--- config.mk ---
export PLATFORM = sky130hd
export DESIGN_NAME = cic_interp3
export DESIGN_NICKNAME = d
export VERILOG_FILES = /design/src/rtl/cic_interp3.sv
export SDC_FILE = /design/constraint.sdc
export NUM_CORES = 1
export LEC_CHECK = 0
export CAP_MARGIN = 20
export CORE_MARGIN = 2
export CORE_UTILIZATION = 43
export DETAILED_ROUTE_END_ITERATION = 8
export GPL_ROUTABILITY_DRIVEN = 0
export GPL_TIMING_DRIVEN = 0
export HOLD_SLACK_MARGIN = 0.05
export PLACE_DENSITY_LB_ADDON = 0.15
export SYNTH_ARGS = -nofsm -noshare
export SYNTH_HDL_FRONTEND = slang
export SYNTH_SLANG_ARGS = --single-unit
--- constraint.sdc ---
create_clock -name clk_in -period 6.64 [get_ports clk_in]
set_input_delay 1.328 -clock clk_in [delete_from_list [all_inputs] [get_ports clk_in]]
set_output_delay 1.328 -clock clk_in [all_outputs]
set_load 0.02 [all_outputs]
--- src/rtl/cic_interp3.sv ---
// Third-order CIC interpolator (N = 3, M = 1) for the audio playback path.
// Takes 8-bit signed base-rate samples through a one-deep buffer and emits
// R zero-stuffed, integrated output samples per input, one per tick_in.
// Comb and integrator arithmetic is W-bit two's complement and is allowed to
// wrap: the final truncation to OW bits is exact for every in-range input.
//
// Handshake: ready_in and tick_in are one-cycle strobes with no backpressure.
// ready_in means "x_in holds a new sample this cycle". tick_in means "the
// downstream takes one output". Each tick produces exactly one valid_out
// strobe two cycles later. need_out is high while the input buffer is empty.
module cic_interp3 #(
  parameter int R = 8,
  localparam int LR = $clog2(R),
  localparam int W = 8 + 3 * LR,
  localparam int OW = 8 + 2 * LR
) (
  input  logic          clk_in,
  input  logic          rst_in,
  input  logic          ready_in,
  input  logic [7:0]    x_in,
  input  logic          tick_in,
  output logic [OW-1:0] y_out,
  output logic          valid_out,
  output logic          need_out,
  output logic          underflow_out,
  output logic          overflow_out
);

  logic [LR-1:0] phase;
  logic          full;
  logic [7:0]    buf_r;
  logic [7:0]    last_r;
  logic [7:0]    s8;
  logic          phase0_tick;
  logic          uf_now;
  logic          store_x;

  logic [W-1:0]  s_w;
  logic [W-1:0]  c1, c2, c3;
  logic [W-1:0]  d1, d2, d3;
  logic [W-1:0]  c_reg;
  logic          tick_d;
  logic [W-1:0]  i1, i2, i3;
  logic [W-1:0]  i1n, i2n, i3n;

  assign phase0_tick = tick_in && (phase == '0);
  assign need_out    = ~full;

  // Comb input select: buffered sample, else same-cycle bypass, else repeat last.
  always_comb begin
    s8     = last_r;
    uf_now = 1'b0;
    if (full) begin
      s8 = buf_r;
    end else if (ready_in) begin
      s8 = x_in;
    end else begin
      s8     = last_r;
      uf_now = phase0_tick;
    end
  end

  // A bypassed sample (consumed in the cycle it arrives) is not also buffered.
  assign store_x = ready_in && !(phase0_tick && !full);

  // Input buffer, last-consumed sample and the error pulses.
  always_ff @(posedge clk_in or negedge rst_in) begin
    if (!rst_in) begin
      full          <= 1'b0;
      buf_r         <= '0;
      last_r        <= '0;
      underflow_out <= 1'b0;
      overflow_out  <= 1'b0;
    end else begin
      underflow_out <= uf_now;
      overflow_out  <= ready_in && full && !phase0_tick;
      if (phase0_tick) begin
        last_r <= s8;
      end
      if (store_x) begin
        buf_r <= x_in;
        full  <= 1'b1;
      end else if (phase0_tick) begin
        full <= 1'b0;
      end
    end
  end

  // Phase counter: counts ticks only, wraps naturally at R.
  always_ff @(posedge clk_in or negedge rst_in) begin
    if (!rst_in) begin
      phase <= '0;
    end else if (tick_in) begin
      phase <= phase + 1'b1;
    end
  end

  // Three cascaded combs, differential delay 1, evaluated at base rate.
  always_comb begin
    s_w = {{(W-8){s8[7]}}, s8};
    c1  = s_w - d1;
    c2  = c1 - d2;
    c3  = c2 - d3;
  end

  // Comb delay registers advance only when a base-rate sample is consumed.
  always_ff @(posedge clk_in or negedge rst_in) begin
    if (!rst_in) begin
      d1 <= '0;
      d2 <= '0;
      d3 <= '0;
    end else if (phase0_tick) begin
      d1 <= s_w;
      d2 <= c1;
      d3 <= c2;
    end
  end

  // Zero-stuffing: comb output on phase 0, zero on every other tick.
  always_ff @(posedge clk_in or negedge rst_in) begin
    if (!rst_in) begin
      c_reg  <= '0;
      tick_d <= 1'b0;
    end else begin
      tick_d <= tick_in;
      if (tick_in) begin
        c_reg <= phase0_tick ? c3 : '0;
      end
    end
  end

  // Integrator chain sums, each stage feeding the next in the same cycle.
  always_comb begin
    i1n = i1 + c_reg;
    i2n = i2 + i1n;
    i3n = i3 + i2n;
  end

  // Integrators and output register, enabled the cycle after each tick.
  always_ff @(posedge clk_in or negedge rst_in) begin
    if (!rst_in) begin
      i1        <= '0;
      i2        <= '0;
      i3        <= '0;
      y_out     <= '0;
      valid_out <= 1'b0;
    end else begin
      valid_out <= tick_d;
      if (tick_d) begin
        i1    <= i1n;
        i2    <= i2n;
        i3    <= i3n;
        y_out <= i3n[OW-1:0];
      end
    end
  end

endmodule

## After elaboration in Yosys (flattened, before gate mapping)

Index checks and enable logic that the tools add are counted.

- Word-level logic and storage cells: 41
- Bits in registers: 148
- Output and inout port bits: 18

- Bitwise gates (word level): 1
- Multiplexer cells: 7
- $add $sub $neg: 7
- Reduce and logical (&&, ||, !) cells: 10

Operator list:

| kind | count |
|---|---|
| $add 17x17->17 | 3 |
| $sub 17x17->17 | 2 |
| $mux 17 | 1 |
| $mux 8 | 2 |
| $sub 8x8->9 | 1 |
| $logic_and 1x1->1 | 5 |
| $mux 1 | 4 |
| $add 3x1->3 const B | 1 |
| $logic_not 1->1 | 3 |
| $logic_not 3->1 | 1 |
| $reduce_bool 2->1 | 1 |
| $not 1->1 | 1 |

## Logic depth before layout (Yosys ltp)

Gate-level depths: netlist of run 1.

- Depth after elaboration: 6
- Mapped depth: 25
- Gate-level depth less buffers: 25

## Worst setup path after synthesis of run 1

No wires, ideal clock.

- Path type: input port to flip-flop
- From: input port ready_in
- To: register c_reg[13]
- Required time: 6.519 ns
- Path buffers: 1
- Arrival time: 5.672 ns
- Path slack: 0.848 ns
- Library setup time: 0.121 ns
- Stages: 22
- Cell sequence: clkbuf_1 > mux2i_1 > o21ai_0 > ha_1 > nor2b_1 > o21ai_0 > nand2b_1 > a21o_1 > a21o_1 > a21o_1 > a21oi_1 > xnor2_1 > ha_1 > a211oi_1 > a21oi_1 > a21oi_1 > ha_1 > and2_1 > a221o_1 > a31oi_1 > xnor2_1 > a22o_1

- Longest elaborated chain between the ends: 6

Ends and longest elaborated chain:

| what | line | RTL |
|---|---|---|
| start: declaration | 19 | `input logic ready_in,` |
| $mux 8 | 55 | `end else if (ready_in) begin` |
| $mux 8 | 53 | `if (full) begin` |
| named net s8[1] | 33 | `logic [7:0] s8;` |
| $sub 8x8->9 | 101 | `c1 = s_w - d1;` |
| named net c1[7] | 39 | `logic [W-1:0] c1, c2, c3;` |
| $sub 17x17->17 | 102 | `c2 = c1 - d2;` |
| named net c2[9] | 39 |  |
| $sub 17x17->17 | 103 | `c3 = c2 - d3;` |
| $mux 17 | 127 | `c_reg <= phase0_tick ? c3 : '0;` |
| end signal: assignment | 127 |  |
| end: declaration | 41 | `logic [W-1:0] c_reg;` |

The timed path passes the listed nets, and every way through them passes these cells.
A chain may end at the register's enable or synchronous reset.

## Final worst setup path of run 1

Ends and elaborated chain as after synthesis.

==> results.txt, run 1 <==
status = completed
DR vias = 4907
largest family of logic cells by synthesized area = compound AO/OA/AOI/OAI gates
kind of critical path = in2reg
complex-gate fraction of the synthesized area = 0.1759
adder-cell share of the synthesized area = 0.1512
ys flop type = dfrtp_1
Final HPWL DP = 10090 um
total gr overflow = 0
syn_nets = 773
die width = 130.1 um
first-pass GRT wire length = 23530 um
commonest cells after routing, fill and taps aside = 103 x dfrtp_1, 73 x ha_1, 61 x inv_1
Yosys reg bits = 103
Fmax = 162.7 MHz
CTS root buf = clkbuf_16
commonest non-fill, non-tap cell in the layout = dfrtp_1
Synth Area in XOR/XNOR = 0.08144
TritonCTS Sinks = 103
PortBufs = 29
Initial Util = 0.4351
FP Rows = 46
DRT iter0 DRCs = 224
CP arrival = 6400 ps
CP Max Fanout = 10
initial antenna violation count = 0
mux cell area share after synthesis = 0.08913
YS warnings = 0
final non-filler cell area = 7714 um^2
largest net degree at the start of global routing = 66
Max-slew headroom = 0.4252
Fillers = 1449
Final setup viols = 0
Final Util = 0.4909
Placed Area = 7422 um^2
Bufs on Longest Clock Path = 2
fraction of layout cells with a size suffix above 1 = 0.09904
Clock Latency Late Sink = 360 ps
max-cap violations = 0
simple-gate share of the synthesized area = 0.08126
Tcrit/Tclk final = 0.9254
DRT Wirelength = 13360 um
worst min-delay path class = reg2reg
Detail Route Antenna Nets = 0
vias in the first global route = 5141
RSZ-0062 raised after global routing = false
Core Region = 15710 um^2
Worst-Margin Slew = 856.5 ps
crit start category = primary input
n_diodes = 0
1st-pass router iterations = 4
asr flop ratio synth = 1.000
gr usage total = 0.1761
number of synthesized flops with an enable pin = 0
CP endpoint kind = flip-flop
Routed WL per cell = 14.17 um
clock-pin slew on the worst setup and hold paths = 70 ps
Residual DRC = 0
total CTS buffers = 9
Syn Area/Cell = 10.02 um^2
drt via density = 5.204
Final Net Count = 814
synthesized instance count = 682
DIE AREA = 16920 um^2
# resized after CTS = 0
worst clock skew = 8.954 ps
Final Hold Fails = 0
H-tree Lvls = 3
die height = 130.1 um
Hold Buf Count CTS = 0
Max Slew Vio Count = 0
crit path time final = 6144 ps
Seq/Total Area, Yosys = 0.3770
number of setup buffers added after CTS = 0
synthesized area = 6837 um^2
I/O pin count = 30
CTS tree = yes
Critical Path RT = 6890 ps
Unique masters post-synth = 58
Area Overhead vs Synth = 12.83%
[worst max-delay path, cell delays in order]
cell and delay [ps]:
clkdlybuf4s50_1 490, clkbuf_2 300, mux2i_1 120, o21ai_1 300, ha_1 290, nor2b_1 130, o21ai_0 140, nand2b_1 110
a21o_1 190, a21o_1 190, a21o_1 190, a21oi_1 170, xnor2_1 170, ha_1 320, a211oi_1 220, a21oi_1 80
a21oi_1 280, ha_1 350, and2_1 200, a221o_1 340, a31oi_1 200, xnor2_1 100, a22o_1 190
[layer usage]
metal  track usage  part of all wire  routed length, um
met1        0.1951              0.44               5857
met2        0.3308              0.52               6982
met3       0.03567             0.021                280
met4       0.06705             0.018                243
met5             0                 0                  0
[kinds of logic after synthesis]
| logic type | count (synthesis) |
|---|---|
| compound gates | 185 |
| xor+xnor | 62 |
| fa+ha+maj | 79 |
| buf+inv | 80 |
| flops | 103 |
| mux | 55 |
| simple gates | 118 |
[cells in the mapped netlist (9+ instances only)]
cell / number / area [um^2]
o21ai_0: 50 / 250.2
o21ai_1: 12 / 60.06
a21oi_1: 44 / 220.2
xnor2_1: 40 / 350.3
inv_1: 61 / 229.0
xor2_1: 21 / 183.9
mux2_2: 47 / 529.3
nor2_1: 28 / 105.1
o21a_1: 9 / 67.56
ha_1: 73 / 913.4
a21o_1: 20 / 150.1
dfrtp_1: 103 / 2577
clkbuf_1: 15 / 56.30
nand2_1: 48 / 180.2
[worst paths after layout]
kind | start | endpoint | slack [ps] | cells after the start
max | ready_in | c_reg[13]$_DFFE_PN0P_ | 500 | 23
min | tick_d$_DFF_PN0_ | valid_out$_DFF_PN0_ | 370 | 0
max reg2reg | full$_DFFE_PN0P_ | c_reg[13]$_DFFE_PN0P_ | 1260 | 23
min reg2reg | tick_d$_DFF_PN0_ | valid_out$_DFF_PN0_ | 370 | 0
max in group asynchronous | rst_in | c_reg[11]$_DFFE_PN0P_ | 4980 | 2
min in group asynchronous | rst_in | y_out[8]$_DFFE_PN0P_ | 960 | 1
[final cells by class]
cell class / count / area (um^2) / area share
Inverter: 62 / 232.7 / 0.03017
Tap cell: 216 / 270.3 / 0.03504
Clock inverter: 3 / 43.79 / 0.005677
Sequential cell: 103 / 2577 / 0.3341
Clock buffer: 12 / 246.5 / 0.03195
Timing Repair Buffer: 30 / 315.3 / 0.04088
Multi-Input combinational cell: 499 / 3958 / 0.5131
Buffer: 18 / 70.07 / 0.009084
[stage by stage]
step	setup TNS, ps	setup WS (ps)	cells	hold WS [ps]
3_3_place_gp	-1511	-232.5	927	363.1
4_1_cts	0	24.71	943	376.1
6_report	0	495.6	943	372.3
3_5_place_dp	-1107	-346.4	928	359.6
2_1_floorplan	0	847.5	682	351.9
5_1_grt	0	88.19	943	389.1
Power of run 1 is left out: the tool's default activity adds up to more than one toggle a clock period on the data nets, which glitch-free logic cannot reach.
==> run 2, diff against run 1 <==
==> constraint.sdc (replaced) <==
create_clock -name clk_in -period 5.25 [get_ports clk_in]
set_input_delay 1.05 -clock clk_in [delete_from_list [all_inputs] [get_ports clk_in]]
set_output_delay 1.05 -clock clk_in [all_outputs]
set_load 0.02 [all_outputs]
==> run 2 against run 1 <==
Net effect: non-clock buffer count is 15 higher; final area is 5.2% higher; critical path depth is 2 lower; flip-flop and latch count stayed put; hold slack better by 0.99 ps; register-to-register slack worse by 940 ps; sequential share of layout area is 1.7 points lower.
==> results.txt, run 2 (synthesized netlist as in run 1, its figures left out) <==
status = completed
Critical Path RT = 5490 ps (-1400 ps)
DRT iter0 DRCs = 193 (-14%)
Routed WL per cell = 14.54 um (+2.6%)
slowest CP cell = fa_2
worst clock skew = 6.778 ps (-2.177 ps)
Final HPWL DP = 10200 um (+1.1%)
Area Overhead vs Synth = 18.74%
Final setup viols = 0 (unchanged)
Clock Latency Late Sink = 350 ps (about the same)
clock-pin slew on the worst setup and hold paths = 70 ps (about the same)
family with the most delay on the worst path = compound AO/OA/AOI/OAI gates
Max-slew headroom = 0.4733 (+0.04815)
Residual DRC = 0 (unchanged)
Register Area = 2577 um^2 (unchanged)
CP arrival = 5300 ps (-1100 ps)
FP Rows = 46 (unchanged)
DIE AREA = 16920 um^2 (unchanged)
H-tree Lvls = 3 (unchanged)
die height = 130.1 um (unchanged)
die width = 130.1 um (unchanged)
final non-filler cell area = 8118 um^2 (+5.2%)
Worst-Margin Slew = 784.8 ps (-71.74 ps)
Final Hold Fails = 0 (unchanged)
Max Slew Vio Count = 0 (unchanged)
Most common cell on crit path = a21o_1
CP Max Fanout = 4 (-6)
CTS root buf = clkbuf_16
CP endpoint kind = flip-flop
Tcrit/Tclk final = 0.9628
kind of critical path = in2reg
post-route insts no fill = 959 (+1.7%)
Core Region = 15710 um^2 (unchanged)
CTS tree = yes
commonest cells after routing, fill and taps aside = 103 x dfrtp_1, 65 x ha_1, 59 x inv_1
drt via density = 5.200 (about the same)
Fmax = 197.8 MHz
Placed Area = 7423 um^2 (about the same)
fraction of layout cells with a size suffix above 1 = 0.1871 (+0.08804)
vias in the first global route = 5192 (+0.99%)
crit-path cells = clkdlybuf4s15_1 -> clkbuf_8 -> mux2i_4 -> o21ai_2 -> buf_4 -> fa_2 -> a21o_1 -> a21oi_4 -> xnor2_2 -> ha_4 -> a21o_1 -> a21o_1 -> a21o_1 -> a21o_1 -> xnor2_2 -> ha_1 -> and2_4 -> a221o_1 -> a31oi_2 -> xnor2_1 -> a22o_1
initial antenna violation count = 0 (unchanged)
total gr overflow = 0 (unchanged)
total CTS buffers = 9 (unchanged)
Bufs on Longest Clock Path = 2 (unchanged)
gr usage total = 0.1776 (+0.001491)
worst min-delay path class = reg2reg
I/O pin count = 30 (unchanged)
DRT Wirelength = 13950 um (+4.4%)
TritonCTS Sinks = 103 (unchanged)
Final Net Count = 829 (+1.8%)
placed insts = 928 (unchanged)
first-pass GRT wire length = 23770 um (+1.0%)
multi-input logic area = 4228 um^2 (+6.8%)
crit start category = primary input
Buf/Inv on CP = 3 (+1)
PortBufs = 29 (unchanged)
n_diodes = 0 (unchanged)
DR vias = 4987 (+1.6%)
largest net degree at the start of global routing = 54 (-18%)
commonest non-fill, non-tap cell in the layout = dfrtp_1
Detail Route Antenna Nets = 0 (unchanged)
Fillers = 1413 (-2.5%)
1st-pass router iterations = 5 (+1)
final setup TNS = 0 ps (unchanged)
crit path time final = 5055 ps
critical path's largest stage delay = 390 ps (-100 ps)
Initial Util = 0.4351 (unchanged)
max-cap violations = 0 (unchanged)
==> run 2: worst paths after layout <==
| kind | from | end | slack (ps) | depth (start not counted) |
|---|---|---|---|---|
| worst max-delay path | ready_in | c_reg[13]$_DFFE_PN0P_ | 200 | 21 |
| min in group asynchronous | rst_in | y_out[1]$_DFFE_PN0P_ | 750 | 1 |
| worst max register to register | c_reg[0]$_DFFE_PN0P_ | i3[13]$_DFFE_PN0P_ | 320 | 23 |
| worst min-delay path | tick_d$_DFF_PN0_ | valid_out$_DFF_PN0_ | 370 | 0 |
| worst min register to register | tick_d$_DFF_PN0_ | valid_out$_DFF_PN0_ | 370 | 0 |
| max in group asynchronous | rst_in | d2[6]$_DFFE_PN0P_ | 3780 | 2 |
==> run 2: final cells by class <==
| class | count | area share |
|---|---|---|
| clock inverter | 7 | 0.008785 |
| tap | 216 | 0.03329 |
| sequential | 103 | 0.3175 |
| multi-input combinational | 499 | 0.5208 |
| inverter | 62 | 0.02867 |
| clock buffer | 9 | 0.02774 |
| buffer | 18 | 0.009864 |
| timing repair buffer | 45 | 0.05333 |
==> run 2: what timing repair did <==
item / in CTS / in global routing
pin swaps: 11 / 29
setup endpoints to repair: 5 / 7
setup buffers: 10 / 5
resized for setup: 15 / 56
hold buffers: 0 / 0
==> run 2: metrics by stage <==
step                utilization  hold slack (ps)  worst slack (ps)
detailed placement       0.4724            358.2             -1048
floorplan                     -            351.9             21.07
global route             0.5166            397.6            -8.394
global placement         0.4709            361.3             -1138
finish                   0.5166            373.3             195.3
CTS                      0.5002            377.1             26.80
==> run 2: routing by layer <==
| metal | routed length (um) | global-route usage | part of all wire | vias to the layer above |
|---|---|---|---|---|
| met5 | 0 | 0 | 0 | - |
| met4 | 233 | 0.06135 | 0.017 | 0 |
| met3 | 304 | 0.03608 | 0.022 | 18 |
| met2 | 7423 | 0.3363 | 0.53 | 54 |
| met1 | 5984 | 0.1970 | 0.43 | 2406 |
| li1 | - | - | - | 2509 |
Power of run 2 is left out for the same reason.
==> run 3, diff against run 2 <==
--- a/config.mk
+++ b/config.mk
@@ -8,6 +8,7 @@
 export CAP_MARGIN = 20
 export CORE_MARGIN = 2
 export CORE_UTILIZATION = 43
+export CTS_CLUSTER_SIZE = 24
 export DETAILED_ROUTE_END_ITERATION = 8
 export GPL_ROUTABILITY_DRIVEN = 0
 export GPL_TIMING_DRIVEN = 0
==> results of run 3 <==
Same layout as run 2: the final DEF is identical, and so are final timing and power.
Power of run 3 is left out for the same reason.
